<file path="config.mk">
export PLATFORM = sky130hd
export DESIGN_NAME = display_4bits_reader
export DESIGN_NICKNAME = d
export VERILOG_FILES = /design/src/rtl/display_4bits_reader_pkg.sv /design/src/rtl/display_4bits_reader_glyph_decode.sv /design/src/rtl/display_4bits_reader.sv
export SDC_FILE = /design/constraint.sdc
export NUM_CORES = 1
export LEC_CHECK = 0
export CORE_ASPECT_RATIO = 0.7
export CORE_UTILIZATION = 52
export CTS_BUF_LIST = sky130_fd_sc_hd__clkbuf_2 sky130_fd_sc_hd__clkbuf_4 sky130_fd_sc_hd__clkbuf_8
export DETAILED_ROUTE_END_ITERATION = 7
export GPL_TIMING_DRIVEN = 0
export PLACE_DENSITY_LB_ADDON = 0.2
export SLEW_MARGIN = 5
export SYNTH_ARGS = -nofsm -noshare
export SYNTH_HDL_FRONTEND = slang
export SYNTH_SLANG_ARGS = --single-unit
</file>
<file path="constraint.sdc">
create_clock -name input_clock -period 2.05 [get_ports input_clock]
set_input_delay 0.205 -clock input_clock [delete_from_list [all_inputs] [get_ports input_clock]]
set_output_delay 0.205 -clock input_clock [all_outputs]
set_load 0.01 [all_outputs]
</file>
<file path="src/rtl/display_4bits_reader_pkg.sv">
// Shared definitions for the seven-segment reader.
// Holds the hex glyph patterns (segments a..g, bit 0 = a), the segment bit
// positions inside the 8-bit segment bus, the settle FSM state type and the
// default stability length.
package display_4bits_reader_pkg;

  localparam int DEFAULT_STABLE_CYCLES = 4;

  // Bit positions of the segment lines on the 8-bit bus.
  localparam int SEG_A  = 0;
  localparam int SEG_B  = 1;
  localparam int SEG_C  = 2;
  localparam int SEG_D  = 3;
  localparam int SEG_E  = 4;
  localparam int SEG_F  = 5;
  localparam int SEG_G  = 6;
  localparam int SEG_DP = 7;

  // Glyph patterns for hex digits 0..F on segments [6:0].
  localparam logic [6:0] GLYPH_0 = 7'h3F;
  localparam logic [6:0] GLYPH_1 = 7'h06;
  localparam logic [6:0] GLYPH_2 = 7'h5B;
  localparam logic [6:0] GLYPH_3 = 7'h4F;
  localparam logic [6:0] GLYPH_4 = 7'h66;
  localparam logic [6:0] GLYPH_5 = 7'h6D;
  localparam logic [6:0] GLYPH_6 = 7'h7D;
  localparam logic [6:0] GLYPH_7 = 7'h07;
  localparam logic [6:0] GLYPH_8 = 7'h7F;
  localparam logic [6:0] GLYPH_9 = 7'h6F;
  localparam logic [6:0] GLYPH_A = 7'h77;
  localparam logic [6:0] GLYPH_B = 7'h7C;
  localparam logic [6:0] GLYPH_C = 7'h39;
  localparam logic [6:0] GLYPH_D = 7'h5E;
  localparam logic [6:0] GLYPH_E = 7'h79;
  localparam logic [6:0] GLYPH_F = 7'h71;

  localparam logic [6:0] GLYPH_BLANK = 7'h00;

  // Settle FSM: SETTLING while the run is short, STABLE for the single
  // cycle the run reaches its target length, HOLD once saturated.
  typedef enum logic [1:0] {
    ST_SETTLING = 2'b00,
    ST_STABLE   = 2'b01,
    ST_HOLD     = 2'b10
  } settle_state_e;

endpackage

</file>
<file path="src/rtl/display_4bits_reader_glyph_decode.sv">
// segment_glyph_decode: purely combinational glyph lookup.
// Ports:
//   pattern  in  7  segments a..g (bit 0 = a)
//   digit    out 4  hex value of the matching glyph, 0 when nothing matches
//   match    out 1  pattern is one of the 16 hex glyphs
//   blank    out 1  all seven segments are dark
module segment_glyph_decode
  import display_4bits_reader_pkg::*;
(
  input  logic [6:0] pattern,
  output logic [3:0] digit,
  output logic       match,
  output logic       blank
);

  logic [3:0] digit_s;
  logic       match_s;

  // Map each glyph to its hex value; anything else is a non-match.
  always_comb begin
    digit_s = 4'h0;
    match_s = 1'b1;
    case (pattern)
      GLYPH_0: digit_s = 4'h0;
      GLYPH_1: digit_s = 4'h1;
      GLYPH_2: digit_s = 4'h2;
      GLYPH_3: digit_s = 4'h3;
      GLYPH_4: digit_s = 4'h4;
      GLYPH_5: digit_s = 4'h5;
      GLYPH_6: digit_s = 4'h6;
      GLYPH_7: digit_s = 4'h7;
      GLYPH_8: digit_s = 4'h8;
      GLYPH_9: digit_s = 4'h9;
      GLYPH_A: digit_s = 4'hA;
      GLYPH_B: digit_s = 4'hB;
      GLYPH_C: digit_s = 4'hC;
      GLYPH_D: digit_s = 4'hD;
      GLYPH_E: digit_s = 4'hE;
      GLYPH_F: digit_s = 4'hF;
      default: begin
        digit_s = 4'h0;
        match_s = 1'b0;
      end
    endcase
  end

  assign digit = digit_s;
  assign match = match_s;
  assign blank = (pattern == GLYPH_BLANK);

endmodule

</file>
<file path="src/rtl/display_4bits_reader.sv">
// display_4bits_reader: reads a seven-segment display bus, waits for the
// pattern to be stable for STABLE_CYCLES samples, decodes it to a hex digit
// and offers the result through a valid/ready holding register.
// Ports:
//   input_clock  in  1  clock, rising edge
//   input_reset  in  1  asynchronous active-high reset
//   seg_in       in  8  segments a..g on [6:0], dp on [7], active-high
//   out_ready    in  1  consumer takes the held result this cycle
//   clear_ovf    in  1  clears the sticky overflow flag
//   out_valid    out 1  a result is held
//   out_digit    out 4  decoded hex value
//   out_dp       out 1  dp bit of the decoded pattern
//   out_err      out 1  pattern was not a hex glyph
//   overflow     out 1  sticky: a result was dropped while one was held
module display_4bits_reader
  import display_4bits_reader_pkg::*;
#(
  parameter int STABLE_CYCLES = DEFAULT_STABLE_CYCLES
) (
  input  logic       input_clock,
  input  logic       input_reset,
  input  logic [7:0] seg_in,
  input  logic       out_ready,
  input  logic       clear_ovf,
  output logic       out_valid,
  output logic [3:0] out_digit,
  output logic       out_dp,
  output logic       out_err,
  output logic       overflow
);

  localparam logic [7:0] STABLE_LIMIT = 8'(STABLE_CYCLES);

  logic [7:0]    sample_r;
  logic [6:0]    prev_r;
  logic [7:0]    cnt_r;
  settle_state_e state_r;
  logic [6:0]    last_acc_r;

  logic          same_s;
  logic [7:0]    run_s;
  settle_state_e state_s;
  logic          settle_s;
  logic [3:0]    digit_s;
  logic          match_s;
  logic          blank_s;
  logic          produce_s;
  logic          transfer_s;
  logic          load_s;
  logic          drop_s;

  // cnt_r/state_r describe the run ending at prev_r; run_s/state_s extend
  // that run by the current sample, so the settle event fires in the same
  // cycle the run reaches STABLE_CYCLES.
  always_comb begin
    same_s = (sample_r[SEG_G:SEG_A] == prev_r);
    if (!same_s) begin
      run_s = 8'd1;
    end else if (cnt_r >= STABLE_LIMIT) begin
      run_s = STABLE_LIMIT;
    end else begin
      run_s = cnt_r + 8'd1;
    end
  end

  // Next settle state; STABLE only on the first cycle the run is full.
  always_comb begin
    if (run_s < STABLE_LIMIT) begin
      state_s = ST_SETTLING;
    end else if (state_r == ST_SETTLING) begin
      state_s = ST_STABLE;
    end else begin
      state_s = ST_HOLD;
    end
  end

  assign settle_s = (state_s == ST_STABLE);

  segment_glyph_decode u_decode (
    .pattern (sample_r[SEG_G:SEG_A]),
    .digit   (digit_s),
    .match   (match_s),
    .blank   (blank_s)
  );

  // A settle event only yields a result for a new, non-blank pattern.
  always_comb begin
    produce_s  = settle_s && !blank_s && (sample_r[SEG_G:SEG_A] != last_acc_r);
    transfer_s = out_valid && out_ready;
    load_s     = produce_s && (!out_valid || out_ready);
    drop_s     = produce_s && out_valid && !out_ready;
  end

  // Sample pipeline, run counter and settle FSM.
  always_ff @(posedge input_clock or posedge input_reset) begin
    if (input_reset) begin
      sample_r <= 8'h00;
      prev_r   <= 7'h00;
      cnt_r    <= 8'd0;
      state_r  <= ST_SETTLING;
    end else begin
      sample_r <= seg_in;
      prev_r   <= sample_r[SEG_G:SEG_A];
      cnt_r    <= run_s;
      state_r  <= state_s;
    end
  end

  // Last-accepted pattern follows every settle event, blanks included.
  always_ff @(posedge input_clock or posedge input_reset) begin
    if (input_reset) begin
      last_acc_r <= GLYPH_BLANK;
    end else if (settle_s) begin
      last_acc_r <= sample_r[SEG_G:SEG_A];
    end else begin
      last_acc_r <= last_acc_r;
    end
  end

  // Output holding register; a load may coincide with a transfer.
  always_ff @(posedge input_clock or posedge input_reset) begin
    if (input_reset) begin
      out_valid <= 1'b0;
      out_digit <= 4'h0;
      out_dp    <= 1'b0;
      out_err   <= 1'b0;
    end else if (load_s) begin
      out_valid <= 1'b1;
      out_digit <= match_s ? digit_s : 4'h0;
      out_dp    <= sample_r[SEG_DP];
      out_err   <= !match_s;
    end else if (transfer_s) begin
      out_valid <= 1'b0;
    end else begin
      out_valid <= out_valid;
    end
  end

  // Sticky overflow; a drop wins over a simultaneous clear.
  always_ff @(posedge input_clock or posedge input_reset) begin
    if (input_reset) begin
      overflow <= 1'b0;
    end else if (drop_s) begin
      overflow <= 1'b1;
    end else if (clear_ovf) begin
      overflow <= 1'b0;
    end else begin
      overflow <= overflow;
    end
  end

endmodule

</file>
==> results by stage, run 1 <==
Timing:
- Measured against its own limit, the worst slew margin works out to 46.46%.
- The number of max-slew violations in the final report was 0.
- Setup violations remaining at the end of the flow were counted as 11.
- The final number of hold-violating endpoints is 0.
- At the pin with the least slew margin, the transition time is 0.8019 ns.
- After layout, the worst path uses 104.7% of the clock period.
- Based on the critical path, the design can be clocked at up to 466.1 MHz.
- The clock period minus worst slack is 2.146 ns.
- The total negative slack is -0.7250 ns.
- Between clock sinks in the finished design, the worst skew comes to 0.005407 ns.
- The worst setup slack after layout is -0.09562 ns.
- Setup repair after global routing could not meet its margin everywhere.

Setup path:
- The worst setup path is of the reg2reg kind.
- The critical register-to-register path startpoint is cnt_r[5].
- The critical path startpoint category is a flop.
- STA puts the critical path data required time at 2.22 ns.
- The kind of end point of the critical path is a flop.
- In this run the worst setup path begins at cnt_r[5].
- Data on the critical path arrives at its endpoint at 2.31 ns.
- Along the worst path, the maximum fanout reaches 10.

Logic synthesis:
- Counting distinct cell types in the post-synthesis netlist gives 43.
- Yosys printed 0 warnings.
- The flip-flop cell with the highest count after synthesis is sky130_fd_sc_hd__dfrtp_1.
- The average cell area after synthesis is 11.69 um^2.
- The cell area after synthesis is 1858 um^2.
- The post-synthesis sequential element count is 40.
- The count of flip-flops with a built-in enable after synthesis is 0.
- The fraction of synthesis flops using an asynchronous set or reset pin is 100.0%.
- The most frequent cell after synthesis is sky130_fd_sc_hd__dfrtp_1.
- The fraction of the yosys area taken by sequential cells is 53.87%.
- The synthesized netlist cell count is 159.
- Summed over all instances, the cell type with the most area after synthesis is sky130_fd_sc_hd__dfrtp_1.
- After synthesis, the largest area contributor takes up 53.87% of total cell area.
- Sorting the synthesized cells by area gives the leading types as sky130_fd_sc_hd__dfrtp_1 (54%), sky130_fd_sc_hd__mux2_2 (6.7%), sky130_fd_sc_hd__xor2_1 (4.7%), sky130_fd_sc_hd__xnor2_1 (2.4%), sky130_fd_sc_hd__nor3_1 (1.9%).
- Sorting the synthesized cells by how often they occur yields sky130_fd_sc_hd__dfrtp_1 (40), sky130_fd_sc_hd__mux2_2 (11), sky130_fd_sc_hd__xor2_1 (10).

CTS:
- TritonCTS built the clock tree.
- The H-tree depth is 2.
- Clock tree synthesis selected as its root buffer the cell sky130_fd_sc_hd__clkbuf_8.
- The total clock sinks is 40.
- The number of buffers inserted by hold repair at cts is 0.
- No sink is reached through more buffers than the 2 on the longest clock path.
- The clock reaches the later pin of the worst-skew pair after 0.28 ns.
- The register clock-pin slew on the reported worst setup and hold paths is 0.07 ns.
- Clock tree synthesis inserted a total of 5 buffers.

Layout:
- The area growth from synthesis to final layout is 25.86%.
- For this run, the number of standard cells in the final layout without fillers is 241.
- The fill cell instance count of the final layout is 274.
- The net count of the finished layout is 207.
- The end-of-flow core utilization is 71.39%.
- Summing all flip-flop and latch instances after layout gives 1002 um^2.
- The area occupied by multi-input gates is 832.0 um^2.
- The repair_antennas step left the layout with diodes totalling 0.
- Of the cells placed in the final design, the portion with a size suffix greater than 1 is 24.23%.

Worst hold path:
- The path type of the worst min-delay path is in2reg.
- The origin of the worst min-delay path is seg_in[5].

Routing:
- The detailed-route wire length per cell is 14.76 um.
- For this block, the routed nets add up to 3556 um of wire.
- After the first detailed-routing iteration, the DRC count stood at 54.
- The detailed-routing iteration count for the pre-antenna-repair pass is 4.
- The post-detailed-route count of antenna-violating nets is 0.
- After detailed routing, the number of remaining DRC violations is 0.
- The detailed router placed 1,304 vias in this run.
- The average via count per standard cell is 5.411.

Global route:
- Across every metal layer, demand over resource in global routing totals 21.15%.
- The total congestion overflow after global routing is 0.
- The via count of the first global-routing pass is 1,239.
- The pin count of the biggest net entering global routing is 41.
- The global-route wire length before repair is 5906 um.
- The initial antenna violation count was 0.

Power and ir drop:
- Overall power consumption after layout is estimated at 0.001837 W.
- In this run the power density over the cells is 785.7 nW/um^2.
- The maximum VDD drop is 524.3 uV.
- The static leakage is 1.028 nW.

Status:
- The flow ran to the end, but the final reports show violations.
- The checks that failed: setup timing.

Placement:
- Counting tap cells, the placed design contains a total of 229 instances.
- Timing analysis after detailed placement gives a worst setup slack of -0.3056 ns.
- The post-detailed-placement half-perimeter wirelength is 2417 um.
- The congestion estimate from routability-driven global placement came to 0.8610.
- Port buffering added 19 buffers.

Job:
- The total of max-cap violations is 0.

Die:
- The die is 52.01 um tall.
- The starting density of the core is 56.72%.
- The die extent in x is 73.45 um.
- In this run the count of I/O pins placed on the die edge is 20.
- The full die area is 3820 um^2.
- The placeable core region is 3276 um^2.
- The floorplan has 17 rows.
==> kinds of logic after synthesis <==
logic type | count (synthesis) | synth area share, %
flip-flops | 40 | 53.87
XOR/XNOR | 15 | 7.070
adder cells (fa/ha/maj) | 2 | 1.347
multiplexers | 12 | 7.205
buffers and inverters | 20 | 4.916
other | 1 | 0.2018
AND/OR/NAND/NOR | 52 | 18.38
AO/OA/AOI/OAI | 17 | 7.003
==> where the power goes <==
| group | switching [W] | internal (W) |
|---|---|---|
| Sequential | 0.0000455 | 0.000864 |
| Clock | 0.000258 | 0.000374 |
| Combinational | 0.000135 | 0.000160 |
| Total | 0.000438 | 0.00140 |
==> worst paths after layout <==
kind | cells after the start | slack, ns | endpoint
worst max register to register | 5 | -0.1 | last_acc_r[4]
min in group asynchronous | 2 | 0.39 | sample_r[2]
worst min register to register | 0 | 0.37 | prev_r[3]
worst max-delay path | 5 | -0.1 | last_acc_r[4]
max in group asynchronous | 2 | 1.11 | sample_r[6]
worst min-delay path | 1 | 0.36 | sample_r[5]
==> state kept, by name (all words and copies together) (netlist names), 2 cells and up <==
register and count:
state_r 2, cnt_r 8, prev_r 7, sample_r 8, out_digit 4, last_acc_r 7
==> placed cells by master (no fill, tap or decap), types with 4 or more instances in the layout <==
master / instances
sky130_fd_sc_hd__o22ai_1: 4
sky130_fd_sc_hd__nand2_1: 7
sky130_fd_sc_hd__buf_6: 5
sky130_fd_sc_hd__dfrtp_1: 39
sky130_fd_sc_hd__nor3_1: 6
sky130_fd_sc_hd__nor2_1: 6
sky130_fd_sc_hd__o21ai_0: 4
sky130_fd_sc_hd__clkdlybuf4s50_1: 19
sky130_fd_sc_hd__xor2_1: 9
sky130_fd_sc_hd__inv_1: 6
sky130_fd_sc_hd__clkbuf_8: 5
sky130_fd_sc_hd__clkbuf_2: 4
sky130_fd_sc_hd__conb_1: 5
sky130_fd_sc_hd__mux2_2: 8
sky130_fd_sc_hd__xnor2_1: 5
==> layer usage <==
layer  GRT usage (%)  up-vias  part of all wire (%)
met1           29.52      646                    47
li1                -      612                     -
met5               0        -                     0
met3           5.426        4                   5.7
met2           33.49       42                    47
met4           4.487        0                  0.59
==> critical path, cell delays in order (launching register included) <==
cell and delay, ns:
sky130_fd_sc_hd__dfrtp_1 0.36, sky130_fd_sc_hd__or4_4 0.53, sky130_fd_sc_hd__or3_4 0.36, sky130_fd_sc_hd__o2111ai_4 0.24
sky130_fd_sc_hd__buf_6 0.20, sky130_fd_sc_hd__mux2_2 0.34
==> area by class of cell <==
type                    instances  share of cell area, %
flip-flops and latches         40                  42.86
inverters                       7                  1.124
clock inverters                 2                  1.498
multi-input cells             103                  35.58
repair buffers                 23                  9.738
well taps                      47                  2.515
plain buffers                  13                  3.424
clock buffers                   6                  3.264
==> timing repair <==
item / CTS / global route
resized for setup: 6 / 14
setup buffers: 3 / 2
setup endpoints to repair: 14 / 14
pin swaps: 4 / 4
==> through the flow <==
stage | instance area (um^2) | hold WS, ns
2_1_floorplan | 1888 | 0.2364
3_3_place_gp | 2137 | 0.3535
3_5_place_dp | 2137 | 0.3576
4_1_cts | 2293 | 0.3496
5_1_grt | 2338 | 0.3425
6_report | 2338 | 0.3563
No activity file was read; power rests on OpenSTA's default activity.
==> run 2: changes to the inputs <==
--- a/config.mk
+++ b/config.mk
@@ -6,7 +6,7 @@
 export NUM_CORES = 1
 export LEC_CHECK = 0
 export CORE_ASPECT_RATIO = 0.7
-export CORE_UTILIZATION = 52
+export CORE_UTILIZATION = 50
 export CTS_BUF_LIST = sky130_fd_sc_hd__clkbuf_2 sky130_fd_sc_hd__clkbuf_4 sky130_fd_sc_hd__clkbuf_8
 export DETAILED_ROUTE_END_ITERATION = 7
 export GPL_TIMING_DRIVEN = 0
==> constraint.sdc (replaced) <==
create_clock -name input_clock -period 1.8 [get_ports input_clock]
set_input_delay 0.18 -clock input_clock [delete_from_list [all_inputs] [get_ports input_clock]]
set_output_delay 0.18 -clock input_clock [all_outputs]
set_load 0.01 [all_outputs]
==> run 2 against run 1 <==
The flow still finishes with violations (setup timing). Worst hold slack worse by 0.029 ns. Via count down 0.92%. Cell count up 1.7%. Register-to-register slack worse by 0.25 ns. Fmax about the same.
==> results by stage, run 2 (synthesis results as in run 1) <==
Timing:
- In this run the tightest slew margin relative to its limit is 45.88%.
- The number of max-slew violations in the final report is 0.
- The pin slew with the least headroom to its limit is 0.8106 ns.
- The clock period minus worst slack is 2.144 ns.
- The worst hold-check slack is 0.3275 ns.
- Setup repair after global routing could not meet its margin everywhere.
- The worst setup slack after layout is -0.3444 ns.
- The final number of hold-violating endpoints is 0.
- Setup violations remaining at the end of the flow were counted as 17.
- After layout, the worst path uses 119.1% of the clock period.
- The timing-limited maximum frequency is 466.3 MHz.
- For the final database, setup skew stands at 0.008618 ns.

Placement:
- The cell count after placement is 232.
- The count of input and output buffers is 19.
- The post-detailed-placement half-perimeter wirelength is 2291 um.
- The routability congestion estimate is 1.031.

Routing:
- The average via count per standard cell is 5.273.
- The number of design rule violations left after detail routing is 0.
- The detailed-routing iteration count for the pre-antenna-repair pass is 4.
- The post-detailed-route count of antenna-violating nets is 0.
- The total via count in the routed design is 1,292.
- The aggregate routed wire length is 3589 um.
- In the final routed layout, each cell accounts on average for 14.65 um.
- For this block, the initial DRC count from the detailed router was 78.

Die:
- The count of pins on the block boundary is 20.
- The standard-cell row count is 18.
- The die extent in x is 74.86 um.
- The starting density of the core is 52.55%.
- The die is 53 um tall.
- The placeable core region is 3536 um^2.
- The full die area is 3968 um^2.

CTS:
- The clock passes through at most 2 buffers.
- The number of buffers inserted by hold repair at cts is 0.
- The root buffer selected by CTS is sky130_fd_sc_hd__clkbuf_8.
- TritonCTS built the clock tree.
- Clock-pin slew was measured on the worst setup and hold paths at 0.07 ns.
- The number of CTS-inserted buffers is 5.
- CTS built an H-tree with a depth of 2.
- The total clock sinks is 40.
- The later-pin clock latency in the skew report is 0.29 ns.

Layout:
- For this run, the number of standard cells in the final layout without fillers is 245.
- The share of layout cells above drive strength 1 is 27.69%.
- The library cells used most frequently in the layout, excluding fill and tap cells, are sky130_fd_sc_hd__dfrtp_1 (39), sky130_fd_sc_hd__clkdlybuf4s50_1 (19), sky130_fd_sc_hd__xor2_1 (8).
- The most frequent standard cell in the layout excluding fill and tap cells is sky130_fd_sc_hd__dfrtp_1.
- The number of antenna diodes is 0.
- The largest registers in the layout are cnt_r: 8 flops, sample_r: 8 flops.
- The final layout net count is 208.
- The area growth from synthesis to final layout is 29.43%.
- After filler insertion, the fill cell instance count of the layout stands at 273.

Setup path:
- The number of cells on the worst reg-to-reg path is 6.
- Across all register-to-register paths, the minimum setup slack is -0.34 ns.
- The worst register-to-register path ends at out_digit[1].
- The worst-path maximum fanout is 6.
- For the worst setup path, the data arrival time is 2.32 ns.
- The worst setup path is captured at a flop.
- The worst setup path is of the reg2reg kind.
- The critical register-to-register path startpoint is cnt_r[5].
- At the worst endpoint, the required time is 1.98 ns.
- The critical path startpoint category is a flop.

Power and ir drop:
- The static leakage is 1.049 nW.
- IR analysis of the VDD net gives a maximum drop of 478.9 uV.
- The areal power density over the cells is 843.2 nW/um^2.

Status:
- The flow ran to the end, but the final reports show violations.
- The final reports fail on setup timing.

Global route:
- The global-route wire length before repair is 5851 um.
- For this run the aggregate overflow at the end of global routing stands at 0.
- In the global route stage, overall resource usage came out at 20.96%.
- The via count of the first global-routing pass was 1,197.
- The pin count of the biggest net entering global routing is 41.
- The initial antenna violation count is 0.

Worst hold path:
- The worst hold path stage count is 1.
- The origin of the worst min-delay path is seg_in[7].
- For hold timing, the worst endpoint is sample_r[7].
- In this run the worst hold path is classified as in2reg.

Job:
- Max-cap violations in this run came to 0.
run 2: worst max-delay path, cell delays in order, from the launching register on:
cell and delay (ns):
sky130_fd_sc_hd__dfrtp_1 0.37, sky130_fd_sc_hd__or4_4 0.53, sky130_fd_sc_hd__or3_4 0.36, sky130_fd_sc_hd__o2111ai_4 0.26, sky130_fd_sc_hd__nor4b_4 0.08, sky130_fd_sc_hd__buf_6 0.16
sky130_fd_sc_hd__mux2_4 0.28
run 2: stage by stage:
step                      setup TNS, ns  total power, W  util (%)  area, um^2  setup WS, ns
after floorplan                  -2.794        0.001249         -        1917       -0.2480
after global placement           -6.688        0.001352     61.36        2170       -0.4338
after detailed placement         -5.055        0.001367     61.36        2170       -0.4391
after CTS                        -4.989        0.002022     66.03        2335       -0.3666
after global routing             -5.828        0.002125     68.01        2405       -0.4045
final                            -4.753        0.002028     68.01        2405       -0.3444
run 2: power by group:
group | internal (W) | switching (W)
combinational | 0.000198 | 0.000161
clock | 0.000343 | 0.000287
sequential | 0.000985 | 0.0000547
run 2: worst max-delay path by stage:
stage,from,to,slack [ns],depth (start not counted)
6_report,cnt_r[5],out_digit[1],-0.34,6
2_1_floorplan,cnt_r[5],last_acc_r[0],-0.25,5
4_1_cts,cnt_r[5],out_digit[1],-0.37,6
3_3_place_gp,sample_r[6],out_dp,-0.43,5
3_5_place_dp,sample_r[6],out_digit[3],-0.44,5
5_1_grt,sample_r[3],out_digit[3],-0.40,7
run 2: per-layer routing:
layer	global-route usage [%]	part of all wire, %
met3	6.286	5.1
met5	0	0
met4	9.119	1.8
met1	27.87	46
met2	31.68	48
run 2: cell type report:
cell class	instances	area [um^2]	share of cell area (%)
Multi-Input combinational cell	103	894.6	37.20
Inverter	7	26.28	1.093
Clock buffer	8	97.59	4.058
Tap cell	50	62.56	2.601
Sequential cell	40	1002	41.68
Buffer	13	82.58	3.434
Timing Repair Buffer	24	239.0	9.938
run 2: timing repair:
action,4_1_cts,5_1_grt
buffers inserted,5,0
endpoints found under the setup margin,16,17
pin swaps,2,4
resized for setup,7,23
gates cloned,0,0
endpoints found under the hold margin,0,0
==> run 3: changes to the inputs <==
--- a/config.mk
+++ b/config.mk
@@ -11,6 +11,7 @@
 export DETAILED_ROUTE_END_ITERATION = 7
 export GPL_TIMING_DRIVEN = 0
 export PLACE_DENSITY_LB_ADDON = 0.2
+export SKIP_LAST_GASP = 1
 export SLEW_MARGIN = 5
 export SYNTH_ARGS = -nofsm -noshare
 export SYNTH_HDL_FRONTEND = slang
==> run 3 against run 2 <==
The flow still finishes with violations (setup timing). Cell count unchanged. Register-to-register slack about the same. Die area unchanged. Cell area decreased by 0.73%. Core utilization fell by 0.50 points. Combinational power decreased by 2%. Non-clock buffer count unchanged. Sequential power about the same. Power fell by 0.25%. First-iteration DRC count decreased by 13%. Setup slack improved by 0.0082 ns. Clock-buffer cell count is the same. Highest routed layer unchanged.
==> results by stage, run 3 (synthesis results as in run 1) <==
Timing:
- The worst setup slack after layout is -0.3362 ns.
- Setup repair after global routing could not meet its margin everywhere.
- Between clock sinks in the finished design, the worst skew comes to 0.009469 ns.
- The number of max-slew violations in the final report is 0.
- The final number of hold-violating endpoints is 0.
- The worst slew slack as a fraction of its limit is 45.35%.
- The fraction of the cycle the final worst path needs is 118.7%.
- The timing-limited maximum frequency is 468.1 MHz.
- In the final timing run, aggregate negative setup slack is -4.625 ns.
- The pin slew with the least headroom to its limit is 0.8185 ns.
- The routed design could run at a clock period as short as 2.136 ns.
- The final setup violation count is 17.

Placement:
- Summed over all nets, the half-perimeter wirelength after detailed placement is 2291 um.
- The cell count after placement is 232.
- In this run the cell area measured after placement is 2170 um^2.
- The routability congestion estimate is 1.031.
- The count of buffers added on input and output ports is 19.

Routing:
- The aggregate routed wire length is 3545 um.
- For this run, the detailed router's first-pass iteration total came to 4.
- In the final routed layout, each cell accounts on average for 14.47 um.
- The average via count per standard cell is 5.200.
- The detail route stage leaves a number of antenna-violating nets equal to 0.
- The initial DRC count is 68.
- The total via count in the routed design is 1,274.
- The number of design rule violations left after detail routing is 0.

CTS:
- Counting the buffers created by CTS gives 5.
- The tree is rooted in a sky130_fd_sc_hd__clkbuf_8.
- Clock latency on the worst-skew pair, taken at its later pin, is 0.29 ns.
- The number of buffers inserted by hold repair at cts is 0.
- The total clock sinks is 40.
- After clock tree synthesis, the clock-pin slew on the worst setup and hold paths is 0.08 ns.
- The clock tree from TritonCTS is done.
- The maximum clock insertion buffer count is 2.
- The H-tree generated during clock tree synthesis spans 2 levels.

Setup path:
- The worst-path maximum fanout is 6.
- The type of the worst setup path is reg2reg.
- For this run, the slowest stage of the critical path takes 0.53 ns.
- The largest individual stage delay along the critical path comes from the cell sky130_fd_sc_hd__or4_4.
- The critical register-to-register path startpoint is cnt_r[5].
- Broken down by cell family, the worst path's largest delay share belongs to simple AND/OR/NAND/NOR gates.
- The critical path goes through or4_4 -> or3_4 -> o2111ai_4 -> nor4b_4 -> buf_6 -> mux2_4.
- The worst setup path is captured at a flop.
- In this run the worst setup path begins at cnt_r[5].
- STA classifies the critical path startpoint as a flop.
- Across all register-to-register paths, the minimum setup slack is -0.34 ns.
- The data arrival time of the critical path is 2.32 ns.
- The critical path required time is 1.98 ns.
- In this run the critical register-to-register path is captured at out_digit[1].
- Measured in cells, the most critical reg-to-reg path has a length of 6.
- The critical path buffer and inverter count is 1.

Die:
- Once the floorplan was initialized, standard cells occupied 52.55% of the core.
- The die outline height is 53 um.
- In this run the count of I/O pins placed on the die edge is 20.
- From left edge to right edge, the die measures 74.86 um.
- The full die area is 3968 um^2.
- The total area inside the core boundary comes to 3536 um^2.
- The floorplan has 18 rows.

Worst hold path:
- The worst hold path stage count is 1.
- For hold timing, the worst endpoint is sample_r[7].
- The origin of the worst min-delay path is seg_in[7].
- The tightest min-delay check is of the in2reg type.

Layout:
- At the end of the flow, the number of nets in the layout was 208.
- The largest registers in the layout are cnt_r: 8 flops, sample_r: 8 flops.
- Counting the fill cells in the layout gives 274.
- The share of layout cells above drive strength 1 is 26.67%.
- The library cell used most frequently in the layout, excluding fill and tap cells, is sky130_fd_sc_hd__dfrtp_1.
- Across the whole layout, storage elements account for 1002 um^2.
- The area occupied by multi-input gates is 877.1 um^2.
- Cells fill 67.52% of the core in the end.
- The library cells used most frequently in the layout, excluding fill and tap cells, are sky130_fd_sc_hd__dfrtp_1 (39), sky130_fd_sc_hd__clkdlybuf4s50_1 (19), sky130_fd_sc_hd__xor2_1 (8).
- The number of antenna diodes in the final layout is 0.
- The final design area excluding fillers is 2387 um^2.
- The area growth from synthesis to final layout is 28.48%.
- The number of cells in the finished layout apart from fillers is 245.

Global route:
- The first global-routing pass estimated 5851 um of wire.
- The via count of the first global-routing pass is 1,195.
- Entering global routing, the biggest net connects 41 pins.
- Global routing used 20.96% of the available tracks across all layers.
- The initial antenna violation count is 0.
- The total congestion overflow after global routing is 0.

Power and ir drop:
- The analysis attributes to cell leakage a power of 1.046 nW.
- The areal power density over the cells is 847.3 nW/um^2.
- The maximum VDD drop is 477.9 uV.
- The total power after layout is 0.002023 W.

Job:
- The total of max-cap violations is 0.

Status:
- The checks that failed: setup timing.
- The run finished, with violations left.
## run 3: cell counts in the layout (fill, tap and decap cells not counted)
No cell type changed its count.
## run 3: cell type report
type | instances | share of cell area, %
Clock buffer | 8 | 4.088
Sequential cell | 40 | 41.98
Inverter | 7 | 1.101
Multi-Input combinational cell | 103 | 36.74
Timing Repair Buffer | 24 | 10.01
Buffer | 13 | 3.459
Tap cell | 50 | 2.621
## run 3: power by group
group / switching, W / leakage [nW] / internal, W
clock network: 0.000289 / 0.0523 / 0.000343
logic: 0.000158 / 0.497 / 0.000195
registers: 0.0000533 / 0.496 / 0.000985
## run 3: worst max path at each step
stage	end	slack, ns	cells after the start
floorplan	last_acc_r[0]	-0.25	5
global placement	out_dp	-0.43	5
detailed placement	out_digit[3]	-0.44	5
CTS	out_digit[1]	-0.37	6
global route	out_digit[3]	-0.41	7
finish	out_digit[1]	-0.34	6
## run 3: what timing repair did
item	in CTS	in global routing
gates resized for setup	7	20
pin swaps	2	4
endpoints found under the setup margin	16	17
buffers inserted	5	0
## run 3: per-layer routing
| metal | global-route usage, % | share of wire [%] |
|---|---|---|
| met4 | 9.119 | 1.8 |
| met3 | 6.286 | 5.6 |
| met2 | 31.68 | 46 |
| met5 | 0 | 0 |
| met1 | 27.87 | 46 |
## run 3: through the flow
stage                     hold WS [ns]  worst slack (ns)
after floorplan                 0.2114           -0.2480
after global placement          0.3523           -0.4338
after detailed placement        0.3641           -0.4391
after CTS                       0.3158           -0.3666
after global routing            0.3146           -0.4077
final                           0.3259           -0.3362
